--- config.mk ---
export PLATFORM = sky130hd
export DESIGN_NAME = cardinal_nic_q
export DESIGN_NICKNAME = d
export VERILOG_FILES = /design/src/rtl/cardinal_nic_q.sv
export SDC_FILE = /design/constraint.sdc
export NUM_CORES = 1
export LEC_CHECK = 0
export BUFFER_PORTS_ARGS = -buffer_cell sky130_fd_sc_hd__buf_2
export CAP_MARGIN = 10
export CORE_UTILIZATION = 62
export CTS_CLUSTER_SIZE = 20
export DETAILED_ROUTE_END_ITERATION = 6
export HOLD_SLACK_MARGIN = 0.05
export PLACE_DENSITY = 0.86
export SYNTH_ARGS = -nofsm -noshare
export SYNTH_HDL_FRONTEND = slang
export SYNTH_SLANG_ARGS = --single-unit
--- constraint.sdc ---
create_clock -name clk -period 12.96 [get_ports clk]
set_input_delay 1.944 -clock clk [delete_from_list [all_inputs] [get_ports clk]]
set_output_delay 1.944 -clock clk [all_outputs]
set_load 0.03 [all_outputs]
--- src/rtl/cardinal_nic_q.sv ---
// cardinal_nic_q: DEPTH-entry injection/ejection queues between a cmp16 node and its mesh router port.
// Define CARDINAL_NIC_POLARITY_GATE_EN to inject only in the head packet's virtual-channel phase.
module cardinal_nic_q #(
    parameter int DATA_W = 64,
    parameter int DEPTH  = 4,
    parameter int VC_BIT = 0
) (
    input  logic              clk,
    input  logic              reset,
    input  logic              nicEn,
    input  logic              nicWrEn,
    input  logic [0:1]        addr,
    input  logic [0:DATA_W-1] d_in,
    output logic [0:DATA_W-1] d_out,
    input  logic              net_polarity,
    output logic              net_so,
    input  logic              net_ro,
    output logic [0:DATA_W-1] net_do,
    input  logic              net_si,
    output logic              net_ri,
    input  logic [0:DATA_W-1] net_di
);
    localparam int AW = $clog2(DEPTH);
    localparam int CW = AW + 1;
    localparam logic [CW-1:0] FULL_CNT = CW'(DEPTH);

    logic [0:DATA_W-1] oq_mem_q [DEPTH];
    logic [0:DATA_W-1] iq_mem_q [DEPTH];
    logic [AW-1:0] oq_rd_q, oq_rd_d, oq_wr_q, oq_wr_d;
    logic [AW-1:0] iq_rd_q, iq_rd_d, iq_wr_q, iq_wr_d;
    logic [CW-1:0] oq_cnt_q, oq_cnt_d, iq_cnt_q, iq_cnt_d;
    logic          ovf_q, ovf_d;

    logic oq_full, oq_empty, iq_full, iq_empty;
    logic rd_en, wr_out, oq_push, oq_pop, iq_push, iq_pop;
    logic gate;
    logic [0:DATA_W-1] oq_head;

    assign oq_full  = (oq_cnt_q == FULL_CNT);
    assign oq_empty = (oq_cnt_q == '0);
    assign iq_full  = (iq_cnt_q == FULL_CNT);
    assign iq_empty = (iq_cnt_q == '0);
    assign oq_head  = oq_mem_q[oq_rd_q];

`ifdef CARDINAL_NIC_POLARITY_GATE_EN
    assign gate = (oq_head[VC_BIT] == net_polarity);
`else
    logic polarity_unused;
    assign polarity_unused = net_polarity;
    assign gate = 1'b1;
`endif

    always_comb begin
        rd_en   = reset & nicEn & ~nicWrEn;
        wr_out  = reset & nicEn & nicWrEn & (addr == 2'b10);
        oq_push = wr_out & ~oq_full;
        net_so  = reset & ~oq_empty & net_ro & gate;
        oq_pop  = net_so;
        net_ri  = reset & ~iq_full;
        iq_push = net_si & net_ri;
        iq_pop  = rd_en & (addr == 2'b00) & ~iq_empty;
        net_do  = reset ? oq_head : '0;
    end

    always_comb begin
        d_out = '0;
        if (rd_en) begin
            unique case (addr)
                2'b00: d_out = iq_empty ? '0 : iq_mem_q[iq_rd_q];
                2'b01: begin
                    d_out[DATA_W-1]           = ~iq_empty;
                    d_out[DATA_W-16:DATA_W-9] = 8'(iq_cnt_q);
                end
                2'b10: d_out = '0;
                2'b11: begin
                    d_out[DATA_W-1]           = oq_full;
                    d_out[DATA_W-16:DATA_W-9] = 8'(oq_cnt_q);
                    d_out[DATA_W-17]          = ovf_q;
                end
                default: d_out = '0;
            endcase
        end
    end

    always_comb begin
        oq_rd_d  = oq_rd_q + AW'(oq_pop);
        oq_wr_d  = oq_wr_q + AW'(oq_push);
        oq_cnt_d = oq_cnt_q + CW'(oq_push) - CW'(oq_pop);
        iq_rd_d  = iq_rd_q + AW'(iq_pop);
        iq_wr_d  = iq_wr_q + AW'(iq_push);
        iq_cnt_d = iq_cnt_q + CW'(iq_push) - CW'(iq_pop);
        ovf_d    = ovf_q;
        if (rd_en && addr == 2'b11) ovf_d = 1'b0;
        // A drop in the same edge as a status read still leaves ovf set
        if (wr_out && oq_full) ovf_d = 1'b1;
    end

    always_ff @(posedge clk) begin
        if (!reset) begin
            oq_rd_q  <= '0;
            oq_wr_q  <= '0;
            oq_cnt_q <= '0;
            iq_rd_q  <= '0;
            iq_wr_q  <= '0;
            iq_cnt_q <= '0;
            ovf_q    <= 1'b0;
        end else begin
            oq_rd_q  <= oq_rd_d;
            oq_wr_q  <= oq_wr_d;
            oq_cnt_q <= oq_cnt_d;
            iq_rd_q  <= iq_rd_d;
            iq_wr_q  <= iq_wr_d;
            iq_cnt_q <= iq_cnt_d;
            ovf_q    <= ovf_d;
        end
    end

    always_ff @(posedge clk) begin
        if (oq_push) oq_mem_q[oq_wr_q] <= d_in;
        if (iq_push) iq_mem_q[iq_wr_q] <= net_di;
    end
endmodule

After elaboration in Yosys (flattened, before gate mapping) --
Memories as Yosys holds them, arrays and structs flattened. A register that Yosys moved wholly into a read port is not among the register bits. Cells that the tools add are included.
Storage, ports and cells: output and inout bits 130, memories kept 2, RAM bits 512, register bits 15, input port bits 137, word-level logic and storage cells 60
Cells by class: reductions and logical operators 6, bitwise logic cells 16, equal/unequal tests 5, $add $sub $neg 8, mux-type cells 16
Memory list:
- iq_mem_q | words 4, bits a word 64, rd ports 1, clocked after Yosys merged registers in 1, wr ports 1, RTL line 28 | logic [0:DATA_W-1] iq_mem_q [DEPTH];
- oq_mem_q | words 4, bits a word 64, rd ports 1, clocked after Yosys merged registers in 1, wr ports 1, RTL line 27 | logic [0:DATA_W-1] oq_mem_q [DEPTH];
Operators with widths (count):
- 2-to-1 mux 64 bit | 3
- 2-to-1 mux 47 bit | 1
- case mux 8 bit (4 select lines) | 1
- bitwise AND 1 bit | 11
- adder 2 x 1 -> 2 bit | 4
- 2-to-1 mux 7 bit | 1
- adder 3 x 1 -> 3 bit | 2
- == test 3 bit (second input constant) | 2
- zero test 3 bit | 2
- 2-to-1 mux 1 bit | 6
- subtractor 3 x 1 -> 3 bit | 2
- inverter 1 bit | 5
- == test 2 bit (second input constant) | 2
- 2-to-1 mux 2 bit | 2
- case mux 1 bit (4 select lines) | 1
- == test 2 x 1 -> 1 bit (second input constant) | 1
- logical AND 1 bit | 2
- zero test 2 bit | 1
- case mux 1 bit (2 select lines) | 1
- nonzero test 2 bit | 1

Logic depth before layout (Yosys ltp) --
Gate-level depths: netlist of the first run.
word-level depth 6, gate-level depth with buffers 11, depth with buffers taken out 9

Worst setup path before layout of the first run --
No wires, ideal clock.
path kind in2reg, from input addr[1] (netlist bit), to memory oq_mem_q[2][0] (netlist bit) (enable), arrival 7.210 ns, required time 12.382 ns, library setup time 0.578 ns, slack 5.172 ns, buffers on the path 0, stages 5, cells stage by stage inv_1 ha_1 nand4_1 a21o_1 nor3b_1
Between the ends: cells in the longest elaborated chain, start to end 5
RTL lines:
- start, declared | RTL line 12 | input logic [0:1] addr,
- == test 2 bit | RTL line 55 | wr_out = reset & nicEn & nicWrEn & (addr == 2'b10);
- bitwise AND 1 bit | RTL line 55
- bitwise AND 1 bit | RTL line 56 | oq_push = wr_out & ~oq_full;
- 2-to-1 mux 1 bit | RTL line 119 | if (oq_push) oq_mem_q[oq_wr_q] <= d_in;
- 2-to-1 mux 1 bit (implied by the code) | RTL line 119
- end, declared | RTL line 27
Every way passes these cells.

Worst setup path in the final report of the first run --
from input reset, to output d_out[7] (netlist bit)
Between the ends: cells in the longest elaborated chain, start to end 3
RTL lines:
- start, declared | RTL line 9 | input logic reset,
- bitwise AND 1 bit (2 in a row) | RTL line 54 | rd_en = reset & nicEn & ~nicWrEn;
- 2-to-1 mux 64 bit | RTL line 67 | if (rd_en) begin
- end, declared | RTL line 14 | output logic [0:DATA_W-1] d_out,
Every way passes these cells.

==> results.cfg, run 1 <==
[cells_and_area]
finalNetCount = 1345
area_growth_pct = 16.04
utilization = 0.7381
multi_input_area_mm2 = 0.004309
nFillCells = 1784
drive_above_1_share = 0.3943
fin_area_mm2 = 0.02353
regArea_mm2 = 0.01569

[grt]
grt_pass1_wl_um = 58920
grt_pass1_vias = 10240
grt_overflow = 0
antenna_found_initial = 8
grt_max_degree = 82
grt.total_usage = 0.2369

[clocking]
cts_tree = done
cts_resized = 0
clockBufferDepth = 3
cts_hold_buf = 0
clkLatencyLatePin_ps = 560
cts_buffers = 50
ctsHtreeMaxLevel = 2
root_buffer = clkbuf_16
cts_setup_buffers = 0
cts_sinks = 527
clkTransAtPathRegs_ps = 60

[timing]
final.min_clock_period_ps = 5908
timing.fmax_mhz = 169.3
slew_headroom = 0.3274
layout_setup_ws_ps = 7052
hold_viol = 0
fin_skew_ps = 24.51
slew_viol_final = 0
post-route-period-util = 0.4558
finalSetupViolCount = 0
worst_slew_pin_slew_ps = 1009
rsz0062_at_grt = false
fin_setup_tns_ps = 0

[synthesis]
async_reset_ff_frac = 0
synth_area_mm2 = 0.02028
netlist_top_cells_count = 512 x edfxtp_1, 128 x mux4_2, 71 x and2_1
synthDistinctLibCells = 41
synth_enable_flop_cells = 512
yosysMostFrequentCell = edfxtp_1
syn_nets = 1062
yosys.area.top_type_share = 0.7581
ys.warnings.count = 0
syn-instance-count = 914
yosysSeqAreaShare = 0.7730
synth_ff_type = edfxtp_1
synth_area_leaders = edfxtp_1 76%, mux4_2 14%, and2_1 2.2%
synth_top_area_cell = edfxtp_1
avgSynthCellArea_um2 = 22.19
synth-seq-cells = 527

[drt]
wl_per_cell_um = 23.09
drt_iter0_drc = 729
viasPerCell = 5.840
wl_um = 38780
drc_errors = 0
vias = 9811
ant_nets = 0
drtPass1Iterations = 5

[die]
die_width_um = 182.9
die_area_mm2 = 0.03344
rows = 65
initial_core_util = 0.6361
core_mm2 = 0.03188
ioPinCount = 267
die_h_um = 182.9

[pwr]
power.density_mw_per_mm2 = 150.3
ir_drop_v = 0.0001461
total_power_mw = 3.537
p_leak_nw = 7.966

[setup_path]
arrival_ps = 3960
cp_cell_sequence = buf_2, buf_4, and3b_1, nand3_2, buf_4, nor2b_1, buf_2
worst-setup-path-type = in -> out
cp_slowest_stage_delay_ps = 580
path_delay_family = buffers and inverters
worstPathRequired_ps = 11020
startpoint_type = input pin
path_buf_inv = 4
critPathMaxFanout = 81
endpoint_kind = output pin
slowest_stage = buf_4

[place]
place_ws_ps = 7037
io_buffers = 265
gp_congestion = 0.7197
dpl_cell_area_mm2 = 0.02200
dp.final_hpwl_um = 21260

[status]
status = finished, final reports clean

[job]
cap_violations = 0

[hold_path]
hp-class = reg -> reg
==> layout make-up <==
class	count	share of cell area
clock inverters	29	0.006965
multi-input cells	330	0.1831
diodes	10	0.001063
well taps	435	0.02313
inverters	11	0.001755
flip-flops and latches	527	0.6667
repair buffers	277	0.06019
clock buffers	61	0.05711
==> final timing paths <==
check	startpoint	to	slack (ps)	cells past startpoint
worst max-delay path	reset	d_out[7]	7050	7
worst min-delay path	iq_wr_q[1]	iq_wr_q[1]	590	2
worst max register to register	iq_cnt_q[0]	iq_cnt_q[2]	10120	9
worst min register to register	iq_wr_q[1]	iq_wr_q[1]	590	2
==> flip-flops by register name (all words and copies together) (netlist names) <==
| name | count |
|---|---|
| iq_cnt_q | 3 |
| iq_mem_q | 256 |
| iq_rd_q | 2 |
| iq_wr_q | 2 |
| oq_cnt_q | 3 |
| oq_mem_q | 256 |
| oq_rd_q | 2 |
| oq_wr_q | 2 |
| ovf_q | 1 |
==> cell families after synthesis <==
family / synth area share
flops: 0.7730
xor+xnor: 0.003887
buf+inv: 0.01635
mux: 0.1431
compound gates: 0.006664
fa+ha+maj: 0.007527
simple gates: 0.04948
==> worst min-delay path: stages (launching register included) <==
cell and delay [ps]:
dfxtp_1 360, xnor2_1 150, nor2_1 40
==> metal layers <==
layer  track usage  vias up  routed length [um]
met3       0.06990       58                3594
met4       0.06200        2                 743
li1              -     4302                   -
met1        0.3086     5043               14810
met2        0.3959      406               19630
met5             0        -                  10
==> power by group <==
| group | switching, mW | total (mW) | internal, mW |
|---|---|---|---|
| clock network | 0.588 | 1.34 | 0.754 |
| registers | 0.0257 | 1.93 | 1.90 |
| logic | 0.146 | 0.267 | 0.121 |
| total | 0.759 | 3.54 | 2.78 |
==> cells in the final DEF, fill, tap and decap left out, drive strengths merged, types with 10 or more instances in the layout <==
| cell type | netlist | routed |
|---|---|---|
| dfxtp | 15 | 15 |
| nor2b | 59 | 59 |
| and2 | 71 | 71 |
| inv | 11 | 15 |
| diode | 0 | 10 |
| edfxtp | 512 | 512 |
| mux4 | 128 | 128 |
| buf | 32 | 277 |
| clkbuf | 14 | 61 |
| clkinv | 0 | 24 |
==> through the flow <==
| step | cells | hold slack [ps] |
|---|---|---|
| floorplan | 914 | 524.5 |
| global placement | 1580 | 568.1 |
| detailed placement | 1580 | 575.4 |
| CTS | 1670 | 594.4 |
| global route | 1673 | 647.7 |
| finish | 1680 | 587.4 |
No activity file was read; power rests on OpenSTA's default activity.
==> run 2: changes to the inputs <==
ABC_AREA = 1   (was unset)
CORE_UTILIZATION = 58   (was 62)
PLACE_DENSITY = 0.81   (was 0.86)
clock period = 5.6 ns   (was 12.96 ns; I/O delays follow)
==> results.cfg, run 2 <==
[clocking]
clkTransAtPathRegs_ps = 60
cts_hold_buf = 0
cts_setup_buffers = 0
cts_resized = 0
root_buffer = clkbuf_16
cts_tree = done
cts_buffers = 51
cts_sinks = 527
clockBufferDepth = 3
clkLatencyLatePin_ps = 580
ctsHtreeMaxLevel = 2

[timing]
fin_hold_ws_ps = 466.1
slew_headroom = 0.2365
worst_slew_pin_slew_ps = 1145
final.min_clock_period_ps = 4118
slew_viol_final = 0
post-route-period-util = 0.7354
timing.fmax_mhz = 242.8
fin_skew_ps = 16.95
hold_viol = 0
rsz0062_at_grt = false
fin_setup_tns_ps = 0
finalSetupViolCount = 0

[grt]
grt_pass1_vias = 13420
grt_overflow = 0
grt.total_usage = 0.2474
grt_max_degree = 105
grt_pass1_wl_um = 68940
antenna_found_initial = 11

[setup_path]
cp_slowest_stage_delay_ps = 840
cp.depth = 5
slowest_stage = clkinv_2
path_delay_family = buffers and inverters
endpoint_kind = output pin
cp_cell_sequence = clkinv_2, buf_4, o21ai_0, a21oi_1, buf_2
arrival_ps = 3280
startpoint_type = flip-flop
critPathMaxFanout = 79
worstPathRequired_ps = 4760
worst-setup-path-type = reg -> out
reg2reg_depth = 5
path_buf_inv = 3

[die]
die_h_um = 191.2
rows = 68
die_area_mm2 = 0.03654
initial_core_util = 0.5949
die_width_um = 191.2
core_mm2 = 0.03488
ioPinCount = 267

[drt]
vias = 13560
viasPerCell = 5.652
wl_um = 45070
wl_per_cell_um = 18.79
ant_nets = 0
drc_errors = 0
drtPass1Iterations = 6
drt_iter0_drc = 1107

[synthesis]
synthDistinctLibCells = 24
syn_nets = 1805
avgSynthCellArea_um2 = 12.52
synth_fa_ha_area_frac = 0.007356
synth_ff_type = edfxtp_1
ys.warnings.count = 0
synth_top_family_by_area = simple AND/OR/NAND/NOR gates
synth_top_area_cell = edfxtp_1
async_reset_ff_frac = 0
synth_enable_flop_cells = 512
synthMuxAreaShare = 0
yosys.area_share.xor_xnor = 0.001688
syn-instance-count = 1657
netlist_top_cells_count = 512 x edfxtp_1, 383 x nor2_1, 197 x o21ai_0
yosysMostFrequentCell = edfxtp_1
synth_area_mm2 = 0.02075
synth_compound_area_frac = 0.09761
synth-seq-cells = 527
yosys.area_share.simple = 0.09846
yosysSeqAreaShare = 0.7553
synth_area_leaders = edfxtp_1 74%, nor2_1 6.9%, o21ai_0 4.8%
yosys.area.top_type_share = 0.7409

[cells_and_area]
fin_cells = 2399
utilization = 0.6879
layout_common_cells = 512 x edfxtp_1, 383 x nor2_1, 265 x buf_2, 197 x o21ai_0, 113 x nand2_1
reg_top3 = iq_mem_q (256), oq_mem_q (256)
finalNetCount = 2043
nFillCells = 2354
final_common_cell = edfxtp_1
drive_above_1_share = 0.1945
area_growth_pct = 15.63

[place]
numPlacedInstances = 2297
dp.final_hpwl_um = 24570
io_buffers = 265
gp_congestion = 0.8051

[pwr]
p_leak_nw = 9.183
ir_drop_v = 0.0003079
power.density_mw_per_mm2 = 344.4

[status]
status = finished, final reports clean

[hold_path]
hp-class = in -> reg
hold_depth = 1

[job]
cap_violations = 0
==> run 2: logic make-up (layout without fill, tap and decap cells) <==
kind of cell | Yosys count | after routing
flops | 527 | 527
fa+ha+maj | 11 | 11
other cells | 0 | 11
buf+inv | 196 | 472
simple gates | 529 | 529
xor+xnor | 4 | 4
compound gates | 390 | 390
==> run 2: worst paths after layout <==
check / start / to / slack (ps)
max reg2reg: iq_cnt_q[1] / iq_mem_q[1][52] / 2940
min: d_in[27] / oq_mem_q[3][36] / 470
max: oq_rd_q[0] / net_do[31] / 1480
min reg2reg: ovf_q / ovf_q / 540
==> run 2: metrics by stage <==
step                      setup WS, ps  total power [mW]  instance area, um2
after global placement            1841             5.157               22430
after global routing              1245             8.526               23980
after floorplan                  -1022             4.957               20770
after CTS                         1464             8.306               23970
final                             1482             8.266               24000
after detailed placement          1736             5.184               22430
==> run 2: power by group <==
| part | internal, mW | switching, mW |
|---|---|---|
| registers | 4.40 | 0.0380 |
| logic | 0.189 | 0.482 |
| clock network | 1.79 | 1.36 |
==> run 2: layout make-up <==
| cell class | instances | area (um2) | share of cell area |
|---|---|---|---|
| Inverter | 96 | 364.1 | 0.01517 |
| Clock inverter | 18 | 130.1 | 0.005423 |
| Multi-Input combinational cell | 934 | 4322 | 0.1801 |
| Sequential cell | 527 | 15690 | 0.6536 |
| Clock buffer | 73 | 1410 | 0.05876 |
| Tap cell | 455 | 569.3 | 0.02372 |
| Antenna cell | 11 | 27.53 | 0.001147 |
| Timing Repair Buffer | 285 | 1489 | 0.06205 |
==> run 2: per-layer routing <==
layer / wire length, um / up-vias / GRT usage
met5: 33 / - / 0
met4: 1482 / 6 / 0.1108
met3: 3699 / 102 / 0.05012
met2: 22180 / 542 / 0.4143
met1: 17670 / 6576 / 0.3127
li1: - / 6332 / -
